$ cat config.mk
export PLATFORM = sky130hd
export DESIGN_NAME = fetch_stepper_flat
export DESIGN_NICKNAME = d
export VERILOG_FILES = /design/src/rtl/fetch_stepper_if.sv /design/src/rtl/fetch_stepper.sv /design/src/flat_wrapper.sv
export SDC_FILE = /design/constraint.sdc
export NUM_CORES = 1
export LEC_CHECK = 0
export ABC_AREA = 1
export BUFFER_PORTS_ARGS = -buffer_cell sky130_fd_sc_hd__buf_2
export CAP_MARGIN = 20
export CORE_MARGIN = 2
export CORE_UTILIZATION = 40
export DETAILED_ROUTE_END_ITERATION = 8
export PLACE_DENSITY = 0.66
export SYNTH_ARGS = -nofsm -noshare
export SYNTH_HDL_FRONTEND = slang
export SYNTH_SLANG_ARGS = --single-unit
$ cat constraint.sdc
create_clock -name clk -period 1.9 [get_ports clk]
set_clock_uncertainty 0.2 [all_clocks]
set_input_delay 0.38 -clock clk [delete_from_list [all_inputs] [get_ports clk]]
set_output_delay 0.38 -clock clk [all_outputs]
set_load 0.005 [all_outputs]
$ cat src/rtl/fetch_stepper_if.sv
// Handshake/control bundle between the step sequencer and the datapath.
// master = sequencer side (drives step ring and fetch strobes).
// slave  = datapath/execute side (drives run and halt request).
interface fetch_stepper_if #(
  parameter int NUM_STEPS = 7,
  parameter int CNT_W     = 8
);
  logic                 run;
  logic                 halt_req;
  logic [NUM_STEPS-1:0] step;
  logic                 bus1;
  logic                 iar_e;
  logic                 iar_s;
  logic                 mar_s;
  logic                 ram_e;
  logic                 ir_s;
  logic                 acc_s;
  logic                 acc_e;
  logic                 fetch;
  logic                 instr_done;
  logic                 halted;
  logic [CNT_W-1:0]     instr_count;

  modport master (
    input  run, halt_req,
    output step, bus1, iar_e, iar_s, mar_s, ram_e, ir_s, acc_s, acc_e,
           fetch, instr_done, halted, instr_count
  );

  modport slave (
    output run, halt_req,
    input  step, bus1, iar_e, iar_s, mar_s, ram_e, ir_s, acc_s, acc_e,
           fetch, instr_done, halted, instr_count
  );
endinterface

$ cat src/rtl/fetch_stepper.sv
// One-hot step ring plus fetch-phase strobes (steps 1-3) for the 7-step CPU.
// Latency: step advances one position per clock; strobes are combinational from the registered step.
// Backpressure: run=0 freezes the ring and zeroes all strobes; halt_req stops at the instruction boundary.
module fetch_stepper #(
  parameter int NUM_STEPS = 7,
  parameter int CNT_W     = 8
) (
  input  logic            clk,
  input  logic            reset,
  fetch_stepper_if.master ctl
);

  typedef enum logic [1:0] {
    IDLE   = 2'd0,
    RUN    = 2'd1,
    HALTED = 2'd2
  } state_t;

  localparam logic [NUM_STEPS-1:0] STEP1   = {{(NUM_STEPS-1){1'b0}}, 1'b1};
  localparam logic [CNT_W-1:0]     CNT_ONE = {{(CNT_W-1){1'b0}}, 1'b1};

  state_t               state;
  logic [NUM_STEPS-1:0] step_q;
  logic                 halt_pending;
  logic [CNT_W-1:0]     count_q;

  logic step_ok;
  logic active;
  logic last;

  // A corrupted ring is not trusted to drive the bus; it is also the trigger for recovery.
  assign step_ok = (step_q != '0) && ((step_q & (step_q - STEP1)) == '0);
  assign active  = (state == RUN) && ctl.run && step_ok;
  assign last    = step_q[NUM_STEPS-1];

  // Sequencer: state, step ring, sticky halt request and completed-instruction counter.
  always_ff @(posedge clk or negedge reset) begin
    if (!reset) begin
      state        <= IDLE;
      step_q       <= '0;
      halt_pending <= 1'b0;
      count_q      <= '0;
    end else begin
      case (state)
        IDLE: begin
          step_q       <= '0;
          halt_pending <= 1'b0;
          if (ctl.run) begin
            state  <= RUN;
            step_q <= STEP1;
          end
        end
        RUN: begin
          if (!step_ok) begin
            // Illegal ring value: restart the instruction at step 1.
            step_q       <= STEP1;
            halt_pending <= halt_pending | ctl.halt_req;
          end else if (!ctl.run) begin
            // Paused: hold the step, but still remember a halt request.
            halt_pending <= halt_pending | ctl.halt_req;
          end else if (last) begin
            count_q <= count_q + CNT_ONE;
            if (halt_pending || ctl.halt_req) begin
              state        <= HALTED;
              step_q       <= '0;
              halt_pending <= 1'b0;
            end else begin
              step_q <= STEP1;
            end
          end else begin
            step_q       <= {step_q[NUM_STEPS-2:0], step_q[NUM_STEPS-1]};
            halt_pending <= halt_pending | ctl.halt_req;
          end
        end
        HALTED: begin
          step_q       <= '0;
          halt_pending <= 1'b0;
          // Leaving HALTED needs run to drop first, so a held run cannot restart it.
          if (!ctl.run) begin
            state <= IDLE;
          end
        end
        default: begin
          state        <= IDLE;
          step_q       <= '0;
          halt_pending <= 1'b0;
        end
      endcase
    end
  end

  // Fetch-phase decode: steps 1-3 own the bus, later steps belong to the execute decoder.
  always_comb begin
    ctl.bus1       = active & step_q[0];
    ctl.iar_e      = active & step_q[0];
    ctl.mar_s      = active & step_q[0];
    ctl.acc_s      = active & step_q[0];
    ctl.ram_e      = active & step_q[1];
    ctl.ir_s       = active & step_q[1];
    ctl.acc_e      = active & step_q[2];
    ctl.iar_s      = active & step_q[2];
    ctl.fetch      = active & (step_q[0] | step_q[1] | step_q[2]);
    ctl.instr_done = active & last;
  end

  assign ctl.step        = step_q;
  assign ctl.halted      = (state == HALTED);
  assign ctl.instr_count = count_q;

endmodule

$ cat src/flat_wrapper.sv
// flat-port wrapper written by rule: the top's interface ports become plain ports
module fetch_stepper_flat 
#(
  parameter int NUM_STEPS = 7,
  parameter int CNT_W     = 8
)
  (clk, reset, ctl_run, ctl_halt_req, ctl_step, ctl_bus1, ctl_iar_e, ctl_iar_s, ctl_mar_s, ctl_ram_e, ctl_ir_s, ctl_acc_s, ctl_acc_e, ctl_fetch, ctl_instr_done, ctl_halted, ctl_instr_count);
  fetch_stepper_if #(.NUM_STEPS(NUM_STEPS), .CNT_W(CNT_W)) ctl_i ();
  input  logic clk;
  input  logic reset;
  input wire logic [$bits(ctl_i.run)-1:0] ctl_run;
  input wire logic [$bits(ctl_i.halt_req)-1:0] ctl_halt_req;
  output wire logic [$bits(ctl_i.step)-1:0] ctl_step;
  output wire logic [$bits(ctl_i.bus1)-1:0] ctl_bus1;
  output wire logic [$bits(ctl_i.iar_e)-1:0] ctl_iar_e;
  output wire logic [$bits(ctl_i.iar_s)-1:0] ctl_iar_s;
  output wire logic [$bits(ctl_i.mar_s)-1:0] ctl_mar_s;
  output wire logic [$bits(ctl_i.ram_e)-1:0] ctl_ram_e;
  output wire logic [$bits(ctl_i.ir_s)-1:0] ctl_ir_s;
  output wire logic [$bits(ctl_i.acc_s)-1:0] ctl_acc_s;
  output wire logic [$bits(ctl_i.acc_e)-1:0] ctl_acc_e;
  output wire logic [$bits(ctl_i.fetch)-1:0] ctl_fetch;
  output wire logic [$bits(ctl_i.instr_done)-1:0] ctl_instr_done;
  output wire logic [$bits(ctl_i.halted)-1:0] ctl_halted;
  output wire logic [$bits(ctl_i.instr_count)-1:0] ctl_instr_count;
  assign ctl_i.run = ctl_run;
  assign ctl_i.halt_req = ctl_halt_req;
  assign ctl_step = ctl_i.step;
  assign ctl_bus1 = ctl_i.bus1;
  assign ctl_iar_e = ctl_i.iar_e;
  assign ctl_iar_s = ctl_i.iar_s;
  assign ctl_mar_s = ctl_i.mar_s;
  assign ctl_ram_e = ctl_i.ram_e;
  assign ctl_ir_s = ctl_i.ir_s;
  assign ctl_acc_s = ctl_i.acc_s;
  assign ctl_acc_e = ctl_i.acc_e;
  assign ctl_fetch = ctl_i.fetch;
  assign ctl_instr_done = ctl_i.instr_done;
  assign ctl_halted = ctl_i.halted;
  assign ctl_instr_count = ctl_i.instr_count;
  fetch_stepper #(.NUM_STEPS(NUM_STEPS), .CNT_W(CNT_W)) u_core (.clk(clk), .reset(reset), .ctl(ctl_i));
endmodule
# [Word level (Yosys, flattened, before mapping)]
# Index checks and enable logic that the tools add are counted.
[op_classes] add_sub_neg=2 n_eq_ne=10 muxes=18 bitwise_logic=9 n_reduce_logical=9
[ops] operator="2-to-1 mux 7 bit" n=3
[ops] operator="case mux 7 bit (2 select lines)" n=1
[ops] operator="2-to-1 mux 2 bit" n=6
[ops] operator="adder 8 x 1 -> 8 bit, second input constant" n=1
[ops] operator="!= test 2 bit, second input constant" n=4
[ops] operator="AND 7 bit" n=1
[ops] operator="logical NOT 7 bit" n=1
[ops] operator="2-to-1 mux 1 bit" n=7
[ops] operator="nonzero test 7 bit" n=1
[ops] operator="subtractor 7 x 1 -> 7 bit, second input constant" n=1
[ops] operator="case mux 2 bit (3 select lines)" n=1
[ops] operator="AND reduction 6 bit" n=1
[ops] operator="AND 1 bit" n=5
[ops] operator="!= test 5 bit, second input constant" n=1
[ops] operator="!= test 2 x 1 -> 1 bit, second input constant" n=2
[ops] operator="AND reduction 4 bit" n=1
[ops] operator="logical AND 1 bit" n=3
[ops] operator="!= test 3 bit, second input constant" n=1
[ops] operator="bitwise OR 1 bit" n=3
[ops] operator="equality test 2 x 1 -> 1 bit, second input constant" n=1
[ops] operator="equality test 2 bit, second input constant" n=1
[ops] operator="logical NOT 2 bit" n=1
[ops] operator="logical OR 1 bit" n=1
[totals] ff_bits=18 wordCells=52

# [Logic depth before layout (Yosys ltp)]
[depth] ltp_word=6 mapped_depth=11 mapped_depth_nobuf=11

# [Worst setup path before layout]
# No wires, ideal clock.
[synth_timing] path_type="register to output" startpoint="reg u_core.step_q[1] (netlist: u_core.ctl.step[1])" endpoint="out ctl_bus1" t_arrival_ps=1426 required_time_ps=1320 slack_ps=-106 path_stages_with_launch=9 cell_sequence="dfrtp_1 > nor2_4 > nand3_1 > nand2_1 > nand4_4 > nor2_8 > nand2_1 > inv_1 > buf_4"
[synth_between] elab_chain_len=6
[synth_lines] element="from (decl)" line_no="fetch_stepper.sv:23" text="logic [NUM_STEPS-1:0] step_q;"
[synth_lines] element="from (signal assigned)" line_no="fetch_stepper.sv:71" text="step_q <= {step_q[NUM_STEPS-2:0], step_q[NUM_STEPS-1]};"
[synth_lines] element="subtractor 7 x 1 -> 7 bit" line_no="fetch_stepper.sv:32" text="assign step_ok = (step_q != '0) && ((step_q & (step_q - STEP1)) == '0);"
[synth_lines] element="AND 7 bit" line_no="fetch_stepper.sv:32"
[synth_lines] element="logical NOT 7 bit" line_no="fetch_stepper.sv:32"
[synth_lines] element="logical AND 1 bit (*)" line_no="fetch_stepper.sv:32"
[synth_lines] element="logical AND 1 bit (*)" line_no="fetch_stepper.sv:33" text="assign active = (state == RUN) && ctl.run && step_ok;"
[synth_lines] element="AND 1 bit (*)"
[synth_lines] element="to (decl)" line_no="flat_wrapper.sv:14" text="output wire logic [$bits(ctl_i.bus1)-1:0] ctl_bus1;"
# Every way passes the cells marked *; elsewhere a longest branch is shown, timed or not.

# [Final worst setup path]
[layout_timing] startpoint="reg u_core.step_q[0] (netlist: u_core.ctl.step[0])" endpoint="out ctl_acc_e"
[layout_between] elab_chain_len=6
[layout_lines] element="subtractor 7 x 1 -> 7 bit" line_no="fetch_stepper.sv:32"
[layout_lines] element="AND 7 bit" line_no="fetch_stepper.sv:32"
[layout_lines] element="logical NOT 7 bit" line_no="fetch_stepper.sv:32"
[layout_lines] element="logical AND 1 bit (*)" line_no="fetch_stepper.sv:32"
[layout_lines] element="logical AND 1 bit (*)" line_no="fetch_stepper.sv:33"
[layout_lines] element="AND 1 bit (*)" line_no="fetch_stepper.sv:100" text="ctl.acc_e = active & step_q[2];"
[layout_lines] element="to (decl)" line_no="flat_wrapper.sv:21" text="output wire logic [$bits(ctl_i.acc_e)-1:0] ctl_acc_e;"
# Marks and branches as above.

==> run metrics <==
Final Cell Area 0.00147 sq mm; Die Footprint approximately 0.0032 sq mm; Max Slew Vio Count 0; Synth Warn # 0; Post-synth EDFFs 0; critical path arrival 1750 ps; drt first-iter violations 25; # IOs 30; initial antenna violation count 0; failing checks setup timing; first-pass GRT wire length 4.40 mm; CP top delay family simple AND/OR/NAND/NOR gates; total power 1.60 mW; Slowest cell on crit path dfrtp_2; drt pass-1 iters 4; Worst path max stage delay 450 ps; gpl congestion around 0.77; Bufs on Longest Clock Path 2; CP cell instances nor2_4, a21oi_2, nor2_4, nand4_4, nor2_8, nand2_1, inv_1, buf_2; clock root cell clkbuf_4; Seq/Total Area, Yosys 0.413; slew of the pin with the lowest slew margin 419 ps; outcome finished with violations; fraction of final layout cells sized beyond drive strength 1 0.468; Leak Pwr 0.824 nW; clk slew on worst S/H paths 110 ps; Rows 18; synth top area cells dfrtp_1 41%, nand2_1 14%, inv_1 5.2%; Nets 192; Yosys reg bits 18; Post-Route WL 2.54 mm; Area after DPL around 0.0014 sq mm; HPWL after DPL around 1.8 mm; final setup vio count 13; Post-Synthesis Cells 138; Mean Syn Cell Area 7.90 sq um; final period utilization 1.22; worst skew pair latency 300 ps; CP Class register to output pin; maximum vdd drop 0.000762 V; Compound-Gate Fraction of Synth Area 0.0551; Layout area overhead 35.2%; crit-path max FO 5; Final Critical Period 2330 ps; CTS Sinks 18; Netlist cell types 25; vias in the first global route ~1,000; Initial Utilization 0.432; Worst EP required 1320 ps; max-cap violations 0; Post-Synth Adder-Cell Area 0.0115; largest family of logic cells by synthesized area simple AND/OR/NAND/NOR gates; multiplexer share of the synthesized area 0; DRC viols 0; I/O Buffers 29; syn nets 143; Worst Setup Start Kind register; top-area cell type share of the netlist area 0.413; vias 1,034; RSZ-0062 raised after global routing true; power per cell area 1090 mW/mm^2; largest net degree at the start of global routing 19; H-tree levels 1; post-synthesis simple-gate area fraction 0.358; Mapped Area 0.00109 sq mm; ys flop type dfrtp_1; CTS buffer count 3; CORE AREA 0.00252 sq mm; worst hold-check path type input port to register; Synth Area in XOR/XNOR 0.0482; Non-Filler Instances 216; Crit path top cell by count nor2_4; Max-slew headroom 0.721; routed length per instance 11.7 microns; total track usage 0.174; Final WS setup -427 ps; die width 56.2 microns; CTS tree built; Final Hold Vio Count 0; Synth async-reset ratio 1.00; post-route ant nets 0; dpl cells 208; FMAX 0.430 GHz; # diodes 0; Critical Path Sink Type output pin; CP bufs+invs 2; die height 56.2 microns; vias per inst 4.79; largest area contributor in the netlist dfrtp_1; total grt overflow 0
-- Yosys cell counts (2+ instances only) --
| cell | n |
|---|---|
| nor2_4 | 2 |
| nand2_1 | 42 |
| nor3_1 | 3 |
| nor2_1 | 11 |
| buf_4 | 5 |
| o21ai_1 | 3 |
| xor2_1 | 3 |
| nand3_1 | 10 |
| inv_2 | 5 |
| xnor2_1 | 3 |
| o21ai_2 | 3 |
| dfrtp_1 | 18 |
| nand4_1 | 2 |
| a21oi_1 | 2 |
| nand2_2 | 2 |
| inv_1 | 15 |
-- cells by family after synthesis --
group / count (synthesis)
compound gates: 9
flops: 18
xor+xnor: 6
fa+ha+maj: 1
simple gates: 78
buf+inv: 26
-- power breakdown --
group	leakage, nW	switching [mW]	internal (mW)	total [mW]
clock network	0.0210	0.124	0.117	0.241
registers	0.232	0.0543	0.426	0.481
logic	0.572	0.461	0.418	0.880
total	0.824	0.639	0.962	1.60
-- area by class of cell --
| cell class | count | area [sq um] |
|---|---|---|
| Timing Repair Buffer | 49 | 302 |
| Inverter | 20 | 75.1 |
| Sequential cell | 18 | 455 |
| Fill cell | 232 | 1050 |
| Multi-Input combinational cell | 95 | 568 |
| Clock buffer | 4 | 36.3 |
| Tap cell | 30 | 37.5 |
-- final timing paths --
kind                                                       startpoint                                    end  slack, ps  cells past startpoint
max in group asynchronous                                       reset         u_core.ctl.step[3]$_DFFE_PN0P_        850                      2
worst min-delay path                                          ctl_run            u_core.state[1]$_DFFE_PN0P_        140                      3
worst max-delay path                   u_core.ctl.step[0]$_DFFE_PN0P_                              ctl_acc_e       -430                      8
worst max register to register         u_core.ctl.step[0]$_DFFE_PN0P_            u_core.state[0]$_DFFE_PN0P_        -60                     10
worst min register to register  u_core.ctl.instr_count[4]$_DFFE_PN0P_  u_core.ctl.instr_count[4]$_DFFE_PN0P_        310                      2
min in group asynchronous                                       reset         u_core.ctl.step[2]$_DFFE_PN0P_        340                      2
-- placed cells by master, fill, tap and decap left out, types with 2 or more instances in the layout --
master and instances:
buf_4 18, dfrtp_2 4, nand2_1 37, inv_2 6, dfrtp_1 14, clkbuf_4 3
nor2_4 5, nand3_1 9, nand2_2 7, xor2_1 3, xnor2_1 3, inv_1 14
o21ai_1 2, nand4_1 2, a21oi_1 2, nor2_1 7, buf_2 29, nor3_1 3
nor2_2 3, o21ai_2 4
-- state kept, by name (all words and copies together) (netlist names) --
signal	cells
u_core.ctl.step	7
u_core.state	2
u_core.ctl.instr_count	8
u_core.halt_pending	1
-- layer usage --
metal | GRT usage | wire length (microns) | up-vias
met5 | 0 | 0 | -
met4 | 0.0374 | 19 | 0
met3 | 0.0465 | 126 | 4
met2 | 0.296 | 1230 | 31
met1 | 0.220 | 1160 | 475
li1 | - | - | 524
-- worst min-delay path, delay by kind of cell --
family	cells	cell delay (ps)
AOI/OAI and AO/OA	1	50
and+or+nand+nor	1	70
buffers and inverters	1	110
-- through the flow --
| step | setup slack, ps | util | setup TNS, ps | hold WS (ps) |
|---|---|---|---|---|
| finish | -427 | 0.584 | -4170 | 137 |
| floorplan | -81.5 | - | -381 | -116 |
| CTS | -422 | 0.575 | -4160 | 135 |
| global route | -541 | 0.584 | -6030 | 140 |
| detailed placement | -153 | 0.542 | -1370 | 140 |
| global placement | -110 | 0.542 | -958 | 138 |
-- what timing repair did --
action                                 CTS  global route
endpoints found under the hold margin   18             0
setup buffers                            1             1
setup endpoints to repair               10            26
hold buffers                             1             0
gates resized for setup                  6             6
gates cloned                             1             0
pin swaps                                3             1
Note: power is estimated with default switching activity, not from simulation.
